$ cat src/rtl/sub_borrow_stream.sv
// sub_borrow_stream: multi-word subtractor, D = A - B - b_in streamed LSW-first one word per cycle
// Ports:
//   clk, rst                     clock and synchronous active-high reset
//   in_valid_i / in_ready_o      input word handshake
//   in_a_i, in_b_i               minuend / subtrahend word
//   in_last_i                    input word is the operand MSW
//   b_in_i                       initial borrow, sampled with the first word of an operand
//   out_valid_o / out_ready_i    result word handshake
//   out_d_o                      difference word
//   out_last_o                   result word is the MSW (natural or forced)
//   out_borrow_o                 final borrow, only on the last word
//   out_ovf_o                    signed overflow on the last word (US=0 only)
//   out_err_o                    operand ran past MAXW words; set on the forced-last word
module sub_borrow_stream #(
    parameter int DW   = 18,
    parameter int US   = 1,
    parameter int MAXW = 8
) (
    input  logic          clk,
    input  logic          rst,
    input  logic          in_valid_i,
    output logic          in_ready_o,
    input  logic [DW-1:0] in_a_i,
    input  logic [DW-1:0] in_b_i,
    input  logic          in_last_i,
    input  logic          b_in_i,
    output logic          out_valid_o,
    input  logic          out_ready_i,
    output logic [DW-1:0] out_d_o,
    output logic          out_last_o,
    output logic          out_borrow_o,
    output logic          out_ovf_o,
    output logic          out_err_o
);
    localparam int CW = (MAXW > 1) ? $clog2(MAXW) : 1;
    typedef enum logic {FIRST, MID} state_t;
    state_t        state_q;
    logic          bor_q;
    logic [CW-1:0] cnt_q;
    logic          acc, bor_used, bo, last, ovf;
    logic [DW-1:0] d;
    assign in_ready_o = !out_valid_o | out_ready_i;
    always_comb begin
        acc      = in_valid_i & in_ready_o;
        bor_used = (state_q == FIRST) ? b_in_i : bor_q;
        {bo, d}  = {1'b0, in_a_i} - {1'b0, in_b_i} - (DW+1)'(bor_used);
        // count is 0 in FIRST, so this also forces last on every word when MAXW==1
        last     = in_last_i | (cnt_q == CW'(MAXW - 1));
        ovf      = (US == 0) & (in_a_i[DW-1] != in_b_i[DW-1]) & (d[DW-1] != in_a_i[DW-1]);
    end
    always_ff @(posedge clk) begin
        if (rst) begin
            state_q      <= FIRST;
            bor_q        <= 1'b0;
            cnt_q        <= '0;
            out_valid_o  <= 1'b0;
            out_d_o      <= '0;
            out_last_o   <= 1'b0;
            out_borrow_o <= 1'b0;
            out_ovf_o    <= 1'b0;
            out_err_o    <= 1'b0;
        end else if (acc) begin
            state_q      <= last ? FIRST : MID;
            bor_q        <= last ? 1'b0 : bo;
            cnt_q        <= last ? '0 : cnt_q + CW'(1);
            out_valid_o  <= 1'b1;
            out_d_o      <= d;
            out_last_o   <= last;
            out_borrow_o <= last & bo;
            out_ovf_o    <= last & ovf;
            out_err_o    <= last & !in_last_i;
        end else if (out_ready_i) begin
            out_valid_o  <= 1'b0;
        end
    end
endmodule

$ cat config.mk
export PLATFORM = sky130hd
export DESIGN_NAME = sub_borrow_stream
export DESIGN_NICKNAME = d
export VERILOG_FILES = /design/src/rtl/sub_borrow_stream.sv
export SDC_FILE = /design/constraint.sdc
export NUM_CORES = 1
export LEC_CHECK = 0
export BUFFER_PORTS_ARGS = -buffer_cell sky130_fd_sc_hd__buf_2
export CAP_MARGIN = 10
export CORE_ASPECT_RATIO = 0.8
export CORE_MARGIN = 2
export CORE_UTILIZATION = 56
export CTS_CLUSTER_SIZE = 10
export DETAILED_ROUTE_END_ITERATION = 7
export GPL_TIMING_DRIVEN = 0
export HOLD_SLACK_MARGIN = 0.08
export PLACE_DENSITY = 0.86
export SYNTH_ARGS = -nofsm -noshare
export SYNTH_HDL_FRONTEND = slang
export SYNTH_SLANG_ARGS = --single-unit
$ cat constraint.sdc
create_clock -name clk -period 5.9 [get_ports clk]
set_input_delay 1.18 -clock clk [delete_from_list [all_inputs] [get_ports clk]]
set_output_delay 1.18 -clock clk [all_outputs]
set_load 0.02 [all_outputs]
## Yosys cells after proc, flatten, opt, wreduce, memory -nomap -nowiden

Cells that the tools add are included.

- Flip-flop bits (word level): 27
- Input bits: 42
- Output and inout port bits: 24

- Add/sub/neg operators: 3
- Eq/ne operators: 1
- Muxes and demuxes: 6
- Bitwise gates (word level): 5
- Reduce and logical (&&, ||, !) cells: 3

Operators by type and width:

| cell | count |
|---|---|
| subtractor 18 x 18 -> 19 bit | 1 |
| subtractor 19 x 1 -> 19 bit | 1 |
| 2-to-1 mux 1 bit | 5 |
| adder 3 x 1 -> 3 bit (second input constant) | 1 |
| AND 1 bit | 3 |
| == test 3 bit (second input constant) | 1 |
| 2-to-1 mux 3 bit | 1 |
| logical NOT 1 bit | 2 |
| OR 1 bit | 2 |
| nonzero test 2 bit | 1 |

## Depth between registers and ports, before layout

Gate-level depths: netlist of run 1.

- Depth after elaboration: 4
- Depth in mapped cells: 11
- Mapped depth without buffers: 11

## Worst setup path after synthesis of run 1

Ideal clock, no wire load.

- Path kind: input-to-reg
- From: input port in_a_i[3]
- To: register bor_q
- Setup time: 0.117 ns
- Arrival: 3.171 ns
- Path slack: 2.612 ns
- Cell stages on the path: 11
- Path buffers: 0
- Cell sequence: inv_1 ha_1 inv_1 ha_1 or3_1 o22ai_2 nand3b_2 a31oi_4 o311ai_2 xnor2_1 a32o_2

- Cells in the longest elaborated chain, start to end: 3

Ends and longest elaborated chain:

| what | line | text |
|---|---|---|
| start, declared | 23 | `input logic [DW-1:0] in_a_i,` |
| subtractor 18 x 18 -> 19 bit | 46 | `{bo, d} = {1'b0, in_a_i} - {1'b0, in_b_i} - (DW+1)'(bor_used);` |
| subtractor 19 x 1 -> 19 bit | 46 |  |
| 2-to-1 mux 1 bit | 64 | `bor_q <= last ? 1'b0 : bo;` |
| end signal, assigned | 64 |  |
| end, declared | 38 | `logic bor_q;` |

Every way passes these cells.
A chain may end at the register's enable or synchronous reset.

## Final worst setup path of run 1

- From: input port b_in_i
- To: register bor_q

- Cells in the longest elaborated chain, start to end: 3

Ends and longest elaborated chain:

| what | line | text |
|---|---|---|
| start, declared | 26 | `input logic b_in_i,` |
| 2-to-1 mux 1 bit | 45 | `bor_used = (state_q == FIRST) ? b_in_i : bor_q;` |
| subtractor 19 x 1 -> 19 bit | 46 |  |
| 2-to-1 mux 1 bit | 64 |  |

Every way passes these cells.

==> impl_metrics.py, run 1 <==
metrics = {
    "synthesis": {
        "netlist.area_leader.share_pct": 25.6,
        "synth_ff_type": "dfxtp_1",
        "seq_area_frac_synth_pct": 25.6,
        "synth_cells": 264,
        "yosysTopAreaCell": "dfxtp_1",
        "synthArstFlopShare_pct": 0,
        "synth_edf_count": 0,
        "synthTopCellsByArea": "dfxtp_1 (26%), ha_1 (20%), inv_1 (9.6%), xnor2_1 (5.0%), a21oi_1 (4.7%)",
        "syn_area_um2": 2110,
        "ys_warn_count": 0,
        "synth_most_common_cell": "inv_1",
        "syn_nets": 342,
        "avgSynthCellArea_um2": 8.01,
        "ys_types": 39,
        "yosys-top-cells-count": "inv_1 (54), ha_1 (34), dfxtp_1 (27), nand2_1 (25), a21oi_1 (20)",
        "ys_ff_latch": 27,
    },
    "floorplan": {
        "core_area_um2": 3520,
        "io_pins": 66,
        "dieArea_um2": 4290,
        "die_h_um": 59.0,
        "start_util_pct": 60.1,
        "num_rows": 19,
        "die_w_um": 72.7,
    },
    "sta": {
        "max-slew-margin-rel_pct": 59.2,
        "clock.fmax_ghz": 0.305,
        "hold_violations": 0,
        "setup_viol": 0,
        "setup_ws_ns": 2.62,
        "slew_viol_final": 0,
        "finalCritPeriodShare_pct": 55.6,
        "tightest_slew_ns": 0.610,
        "fin_setup_tns_ns": 0,
        "rsz0062_at_grt": "false",
        "post-route-min-period_ns": 3.28,
        "fin_skew_ns": 0.000771,
    },
    "critical_path": {
        "path_cells": "buf_2 -> mux2i_1 -> fa_1 -> inv_1 -> fa_1 -> a21boi_1 -> o22ai_2 -> nand3b_2 -> a31oi_4 -> o311ai_2 -> xnor2_1 -> a32o_2",
        "r2r_setup_slack_ns": 3.18,
        "cp_max_fo": 4,
        "worst_ep_required_time_ns": 6.07,
        "arrival_ns": 3.45,
        "reg2reg_depth": 11,
        "critPathKind": "primary input to register",
        "cp-end-kind": "register",
        "slowest_stage": "fa_1",
        "reg2reg_to": "bor_q$_SDFFE_PP0P_",
        "r2r_start": "state_q$_SDFFE_PP0P_",
        "cp_slowest_stage_delay_ns": 0.39,
        "path_common_cell": "fa_1",
        "startpoint_type": "primary input",
    },
    "clock_tree": {
        "clk_path_buf_depth": 2,
        "cts_sinks": 27,
        "htreeDepth": 1,
        "clk_pin_slew_ns": 0.09,
        "clkLatencyLatePin_ns": 0.27,
        "cts_inserted_buffers": 3,
        "cts-resized-gates": 0,
        "cts-root-buf": "clkbuf_8",
        "cts_hold_buf": 0,
        "post_cts_buffers": 0,
        "tritoncts": "done",
    },
    "global_routing": {
        "first_global_vias": 1850,
        "gr-total-overflow": 0,
        "antenna_found_initial": 0,
        "grt_max_degree": 15,
        "gr-usage-all-layers_pct": 20.8,
        "grt_pass1_wl_mm": 7.30,
    },
    "final_layout": {
        "fin_nets": 411,
        "fillCellCount": 314,
        "area_delta_synth_final_pct": 19.8,
        "drive_gt1_share_pct": 22.3,
        "antennaDiodeCount": 0,
    },
    "min_path": {
        "hold_depth": 2,
        "worstHoldEndpoint": "out_d_o[2]$_SDFFE_PP0P_",
        "holdCritStartpoint": "out_d_o[2]$_SDFFE_PP0P_",
        "hp-class": "register to register",
    },
    "placed_design": {
        "finalWeightedCongestion": 0.883,
        "place_ws_ns": 2.29,
        "portBuffers": 64,
        "dp_hpwl_mm": 3.48,
    },
    "routing": {
        "wl_per_cell_um": 11.1,
        "viasPerCell": 5.18,
        "vias": 1938,
        "wirelength_mm": 4.14,
        "drc": 0,
        "drt-pass1-iter-count": 4,
        "ant_nets": 0,
        "drt_iter0_drc": 129,
    },
    "run_status": {
        "status": "complete, no violations",
    },
    "power_and_ir_drop": {
        "p_leak_uw": 0.00137,
        "ir_drop_uv": 108,
        "power_density_nw_per_um2": 225,
    },
    "job": {
        "max_cap_viol_count": 0,
    },
}
state kept, by name (all words and copies together), names as in the netlist:
| register | flops |
|---|---|
| out_last_o | 1 |
| out_borrow_o | 1 |
| cnt_q | 3 |
| out_err_o | 1 |
| state_q | 1 |
| bor_q | 1 |
| out_valid_o | 1 |
| out_d_o | 18 |
routing by layer:
layer	share of wire, %	global-route usage (%)	wire, um
met5	0	0	0
met4	0.19	1.06	8
met3	5.8	3.94	241
met2	48	40.0	2000
met1	46	25.2	1890
cell type report:
type	instances	area (um2)	area share, %
Multi-Input combinational cell	177	1350	53.1
Sequential cell	27	541	21.3
Timing Repair Buffer	64	320	12.6
Inverter	54	203	8.00
Tap cell	42	52.6	2.08
Clock buffer	4	45.0	1.78
Buffer	6	26.3	1.04
critical path: cells and delay by family:
kind,cells,cell delay [ns]
adder cells (fa/ha/maj),2,0.63
buffers and inverters,2,0.15
AO/OA/AOI/OAI,5,1.07
AND/OR/NAND/NOR,1,0.13
multiplexers,1,0.16
XOR/XNOR,1,0.13
kinds of logic after synthesis:
group | share of synthesized area [%]
AO/OA/AOI/OAI | 20.6
XOR/XNOR | 6.63
adder cells (fa/ha/maj) | 22.0
buffers and inverters | 10.8
flip-flops | 25.6
multiplexers | 0.947
other | 0.177
AND/OR/NAND/NOR | 13.3
worst max path at each step:
stage / from / depth (start not counted) / to
finish: b_in_i / 12 / bor_q$_SDFFE_PP0P_
global route: in_a_i[0] / 10 / out_d_o[17]$_SDFFE_PP0P_
CTS: b_in_i / 12 / bor_q$_SDFFE_PP0P_
detailed placement: b_in_i / 12 / bor_q$_SDFFE_PP0P_
global placement: b_in_i / 12 / bor_q$_SDFFE_PP0P_
floorplan: in_a_i[3] / 11 / bor_q$_SDFFE_PP0P_
power by group:
part,internal (uW),switching [uW],leakage [uW]
logic,112,143,0.00113
registers,202,10.7,0.000222
clock network,48.4,54.6,0.0000228
total,362,208,0.00137
cell usage in the layout (no fill, tap or decap), drive strengths merged, types with 3 or more instances in the layout:
| cell | instances |
|---|---|
| dfxtp | 27 |
| nand2 | 25 |
| o21ai | 3 |
| inv | 54 |
| xor2 | 4 |
| a22o | 8 |
| nor2 | 15 |
| nand3 | 5 |
| a31oi | 7 |
| a211oi | 3 |
| a21o | 7 |
| buf | 66 |
| ha | 34 |
| o211ai | 3 |
| a21oi | 20 |
| nor3 | 7 |
| xnor2 | 12 |
| clkbuf | 8 |
stage by stage:
stage	std cells	hold slack, ns	area, um2	utilization [%]	power, uW
2_1_floorplan	264	0.436	2110	-	407
3_3_place_gp	370	0.437	2490	70.7	465
3_5_place_dp	370	0.447	2490	70.7	471
4_1_cts	374	0.459	2530	72.0	572
5_1_grt	374	0.475	2530	72.0	614
6_report	374	0.458	2530	72.0	570
Note: power is estimated with default switching activity, not from simulation.
==> inputs of run 2 (changes only) <==
- ABC_AREA: default -> 1
- CORE_UTILIZATION: 56 -> 53
- PLACE_DENSITY: 0.86 -> 0.81
- clock period: 5.9 -> 3.05 ns (I/O delays scaled with it)
==> impl_metrics.py, run 2 <==
metrics = {
    "run_status": {
        "status": "complete, no violations",
    },
    "power_and_ir_drop": {
        "ir_drop_uv": 182,
        "sw_frac_of_total_pct": 40.5,
        "seqPwrFrac_pct": 35.3,
        "power_switching_uw": 462,
        "p_int_uw": 677,
        "clkPwrFrac_pct": 19.0,
        "power_density_nw_per_um2": 403,
        "p_leak_uw": 0.00170,
        "p_comb_share_pct": 45.7,
    },
    "sta": {
        "rsz0062_at_grt": "false",
        "fin_setup_tns_ns": 0,
        "setup_ws_ns": 0.729,
        "post-route-min-period_ns": 2.32,
        "hold_violations": 0,
        "setup_viol": 0,
        "clock.fmax_ghz": 0.431,
        "finalCritPeriodShare_pct": 76.1,
        "fin_skew_ns": 0.00521,
        "slew_viol_final": 0,
    },
    "synthesis": {
        "synthArstFlopShare_pct": 0,
        "avgSynthCellArea_um2": 6.44,
        "synth_ff_type": "dfxtp_1",
        "yosysTopAreaCell": "dfxtp_1",
        "synth_edf_count": 0,
        "syn_area_um2": 2390,
        "syn_nets": 449,
        "netlist.area_leader.share_pct": 22.6,
        "seq_area_frac_synth_pct": 22.6,
        "ys_warn_count": 0,
        "yosys-top-cells-count": "inv_1 (89), nand2_1 (61), nor2_1 (48), ha_1 (34), dfxtp_1 (27)",
        "synth_cells": 371,
        "ys_types": 32,
        "synth_most_common_cell": "inv_1",
        "ys_ff_latch": 27,
        "synthTopCellsByArea": "dfxtp_1 (23%), ha_1 (18%), inv_1 (14%), nand2_1 (9.6%), nor2_1 (7.5%)",
    },
    "placed_design": {
        "place_ws_ns": 0.440,
        "dp_cells": 492,
        "finalWeightedCongestion": 0.837,
        "dp_hpwl_mm": 4.31,
        "portBuffers": 64,
    },
    "floorplan": {
        "core_area_um2": 4260,
        "die_h_um": 64.0,
        "start_util_pct": 56.1,
        "io_pins": 66,
        "dieArea_um2": 5060,
        "die_w_um": 79.1,
        "num_rows": 21,
    },
    "critical_path": {
        "r2r_start": "state_q$_SDFFE_PP0P_",
        "critPathKind": "primary input to register",
        "cp-end-kind": "register",
        "startpoint_type": "primary input",
        "cp_max_fo": 3,
        "arrival_ns": 2.50,
        "worst_ep_required_time_ns": 3.23,
        "critPathLaunch": "b_in_i",
    },
    "final_layout": {
        "fillCellCount": 431,
        "instances_no_fill": 496,
        "final_common_cell": "inv_1",
        "drive_gt1_share_pct": 20.5,
        "fin_nets": 518,
        "antennaDiodeCount": 0,
        "area_delta_synth_final_pct": 18.4,
        "mostFrequentLayoutCells": "inv_1 (89), buf_2 (69), nand2_1 (61), nor2_1 (48), ha_1 (34)",
        "largest_reg_flops": 18,
        "utilization_pct": 66.5,
        "top_regs": "out_d_o (18), cnt_q (3)",
        "largest-register": "out_d_o",
    },
    "clock_tree": {
        "post_cts_buffers": 0,
        "cts-resized-gates": 0,
        "cts_sinks": 27,
        "clk_path_buf_depth": 2,
        "htreeDepth": 1,
        "clkLatencyLatePin_ns": 0.28,
        "cts_hold_buf": 0,
        "cts_inserted_buffers": 3,
        "cts-root-buf": "clkbuf_8",
        "tritoncts": "done",
        "clk_pin_slew_ns": 0.10,
    },
    "min_path": {
        "hp-class": "register to register",
        "holdCritStartpoint": "out_err_o$_SDFFE_PP0P_",
    },
    "routing": {
        "drt_iter0_drc": 123,
        "wl_per_cell_um": 10.3,
        "vias": 2399,
        "wirelength_mm": 5.11,
        "ant_nets": 0,
        "drt-pass1-iter-count": 4,
        "drc": 0,
        "viasPerCell": 4.84,
    },
    "global_routing": {
        "antenna_found_initial": 0,
        "first_global_vias": 2191,
        "gr-total-overflow": 0,
        "grt_max_degree": 17,
        "grt_pass1_wl_mm": 9.08,
        "gr-usage-all-layers_pct": 22.1,
    },
    "job": {
        "max_cap_viol_count": 0,
    },
}
-- run 2: worst paths after layout --
check / end / slack, ns / depth (start not counted)
min reg2reg: out_err_o$_SDFFE_PP0P_ / 0.47 / 2
max: out_d_o[14]$_SDFFE_PP0P_ / 0.73 / 17
max reg2reg: out_d_o[14]$_SDFFE_PP0P_ / 0.74 / 16
min: out_err_o$_SDFFE_PP0P_ / 0.47 / 2
-- run 2: metrics by stage --
stage | hold slack (ns) | power, uW | area, um2
final | 0.468 | 1140 | 2830
after detailed placement | 0.456 | 930 | 2780
after global placement | 0.451 | 916 | 2780
after CTS | 0.472 | 1140 | 2830
after global routing | 0.491 | 1240 | 2830
after floorplan | 0.444 | 794 | 2390
-- run 2: layer usage --
layer / up-vias / track usage (%) / part of all wire, %
li1: 1277 / - / -
met1: 1054 / 28.0 / 47
met2: 63 / 39.6 / 47
met3: 5 / 2.82 / 4.7
met4: 0 / 5.39 / 1.2
met5: - / 0 / 0
-- run 2: power groups by stage --
stage	sequential, uW	combinational, uW	clock (uW)
after global routing	406	597	239
after CTS	403	522	220
final	402	521	216
after floorplan	448	346	0
after detailed placement	411	519	0
after global placement	409	507	0
-- run 2: layout make-up --
| type | instances | area (um2) | share of cell area, % |
|---|---|---|---|
| multi-input combinational | 246 | 1470 | 52.0 |
| sequential | 27 | 541 | 19.1 |
| inverter | 90 | 338 | 11.9 |
| timing repair buffer | 64 | 320 | 11.3 |
| tap | 57 | 71.3 | 2.52 |
| clock buffer | 3 | 41.3 | 1.46 |
| buffer | 8 | 40.0 | 1.42 |
| clock inverter | 1 | 7.51 | 0.265 |
-- run 2: kinds of logic (layout without fill, tap and decap cells) --
| family | count (synthesis) | in the layout | share of synthesized area (%) |
|---|---|---|---|
| xor gates and xnor gates | 8 | 8 | 2.93 |
| muxes | 1 | 1 | 0.419 |
| AOI/OAI and AO/OA | 53 | 53 | 12.0 |
| DFF | 27 | 27 | 22.6 |
| and+or+nand+nor | 147 | 147 | 26.6 |
| adders and majority gates | 36 | 36 | 19.5 |
| buffers and inverters | 98 | 166 | 15.8 |
| other | 1 | 1 | 0.157 |
-- run 2: critical path, stage by stage --
cell     delay [ns]
buf_2          0.10
mux2i_1        0.19
fa_1           0.24
inv_1          0.07
fa_1           0.38
nand2_1        0.09
nand2_1        0.06
nand2_2        0.08
nand2_2        0.05
nand2_2        0.10
nand2_2        0.06
nand2_2        0.09
nand2_1        0.05
nand2_1        0.08
nor2_1         0.04
o21ai_0        0.15
inv_1          0.05
==> inputs of run 3 (changes only) <==
- clock period: 3.05 -> 2.25 ns (I/O delays scaled with it)
==> impl_metrics.py, run 3 (synthesis results as in run 2) <==
metrics = {
    "run_status": {
        "status": "finished with violations",
        "violations": "negative setup slack",
    },
    "routing": {
        "drt-pass1-iter-count": 6,
        "drt_iter0_drc": 135,
        "drc": 0,
        "wl_per_cell_um": 10.8,
        "ant_nets": 0,
        "viasPerCell": 4.91,
        "wirelength_mm": 5.46,
        "vias": 2482,
    },
    "critical_path": {
        "startpoint_type": "register",
        "critPathLaunch": "state_q$_SDFFE_PP0P_",
        "arrival_ns": 2.50,
        "r2r_start": "state_q$_SDFFE_PP0P_",
        "critPathKind": "register to register",
        "cp-end-kind": "register",
        "cp_max_fo": 2,
        "worst_ep_required_time_ns": 2.47,
    },
    "global_routing": {
        "top_usage_layer": "met2",
        "met3_usage_pct": 2.40,
        "grt_max_degree": 17,
        "gr-total-overflow": 0,
        "first_global_vias": 2268,
        "grt_util_met1_pct": 27.8,
        "grt.met2_usage_pct": 41.6,
        "antenna_found_initial": 0,
        "gr-usage-all-layers_pct": 22.6,
        "grt_pass1_wl_mm": 9.33,
    },
    "floorplan": {
        "die_w_um": 79.1,
        "die_h_um": 64.0,
        "core_area_um2": 4260,
        "io_pins": 66,
        "start_util_pct": 56.1,
        "dieArea_um2": 5060,
        "num_rows": 21,
    },
    "sta": {
        "post-route-min-period_ns": 2.29,
        "rsz0062_at_grt": "true",
        "slew_viol_final": 0,
        "setup_ws_ns": -0.0352,
        "setup_viol": 2,
        "holdWs_ns": 0.435,
        "finalCritPeriodShare_pct": 102,
        "max-slew-margin-rel_pct": 64.5,
        "tightest_slew_ns": 0.527,
        "fin_skew_ns": 0.00406,
        "clock.fmax_ghz": 0.438,
        "hold_violations": 0,
    },
    "final_layout": {
        "fillCellCount": 399,
        "fin_nets": 528,
        "utilization_pct": 71.0,
        "antennaDiodeCount": 0,
        "drive_gt1_share_pct": 28.1,
        "final_common_cell": "inv_1",
        "largest-register": "out_d_o",
        "largest_reg_flops": 18,
        "area_delta_synth_final_pct": 26.5,
        "instances_no_fill": 506,
        "design_area_um2": 3020,
        "mostFrequentLayoutCells": "inv_1 (88), buf_2 (69), nand2_1 (47), nor2_1 (47), ha_1 (34)",
        "top_regs": "out_d_o (18), cnt_q (3)",
    },
    "power_and_ir_drop": {
        "ir_drop_uv": 254,
        "power_density_nw_per_um2": 541,
        "p_leak_uw": 0.00178,
    },
    "clock_tree": {
        "clk_pin_slew_ns": 0.10,
        "cts-root-buf": "clkbuf_8",
        "htreeDepth": 1,
        "cts_inserted_buffers": 3,
        "cts_sinks": 27,
        "clkLatencyLatePin_ns": 0.28,
        "clk_path_buf_depth": 2,
        "tritoncts": "done",
    },
    "placed_design": {
        "dp_hpwl_mm": 4.31,
        "dpl_cell_area_um2": 2780,
        "dp_cells": 492,
        "finalWeightedCongestion": 0.837,
        "portBuffers": 64,
        "place_ws_ns": -0.200,
    },
    "min_path": {
        "hp-class": "primary input to register",
        "holdCritStartpoint": "in_last_i",
    },
    "job": {
        "max_cap_viol_count": 0,
    },
}
-- run 3: cell count changes in the layout (fill, tap and decap cells not counted), sizes merged --
cell,delta
buf,+10
-- run 3: path summary, 6_finish.rpt --
path	slack [ns]	end	depth (start not counted)
hold / removal	0.43	out_err_o$_SDFFE_PP0P_	3
setup / recovery	-0.04	out_d_o[2]$_SDFFE_PP0P_	13
setup reg to reg	-0.04	out_d_o[2]$_SDFFE_PP0P_	13
hold reg to reg	0.47	out_err_o$_SDFFE_PP0P_	2
-- run 3: where the power goes --
| group | internal, uW | switching, uW |
|---|---|---|
| clock | 126 | 169 |
| sequential | 524 | 22.3 |
| combinational | 312 | 482 |
| total | 962 | 673 |
-- run 3: metrics by stage --
stage	setup TNS, ns	total power (uW)
after floorplan	0	1080
after global placement	-0.903	1240
after detailed placement	-1.36	1260
after CTS	0	1570
after global routing	-0.789	1770
final	-0.0382	1640
-- run 3: per-layer routing --
metal | part of all wire [%] | up-vias
li1 | - | 1299
met1 | 44 | 1103
met2 | 49 | 74
met3 | 6.0 | 6
met4 | 1.2 | 0
met5 | 0 | -
-- run 3: layout make-up --
cell class	count	area, um2	area share (%)
Sequential cell	27	542	17.9
Clock inverter	1	7.51	0.249
Multi-Input combinational cell	246	1590	52.5
Tap cell	57	71.3	2.36
Inverter	90	338	11.2
Timing Repair Buffer	74	395	13.1
Clock buffer	3	41.3	1.37
Buffer	8	40.0	1.33
-- run 3: critical path: stages (launching register included) --
cell and delay [ns]:
dfxtp_2 0.34, mux2i_2 0.15, fa_2 0.36, inv_2 0.07
fa_2 0.22, nand2_2 0.07, buf_4 0.14, buf_4 0.12
buf_4 0.12, buf_4 0.12, buf_4 0.12, buf_4 0.12
buf_4 0.13, a31oi_4 0.14
-- run 3: timing repair --
| action | in CTS | in global routing |
|---|---|---|
| pin swaps | 2 | 13 |
| endpoints found under the setup margin | 5 | 12 |
| setup buffers | 7 | 3 |
| hold buffers | 0 | 0 |
| resized for setup | 6 | 30 |
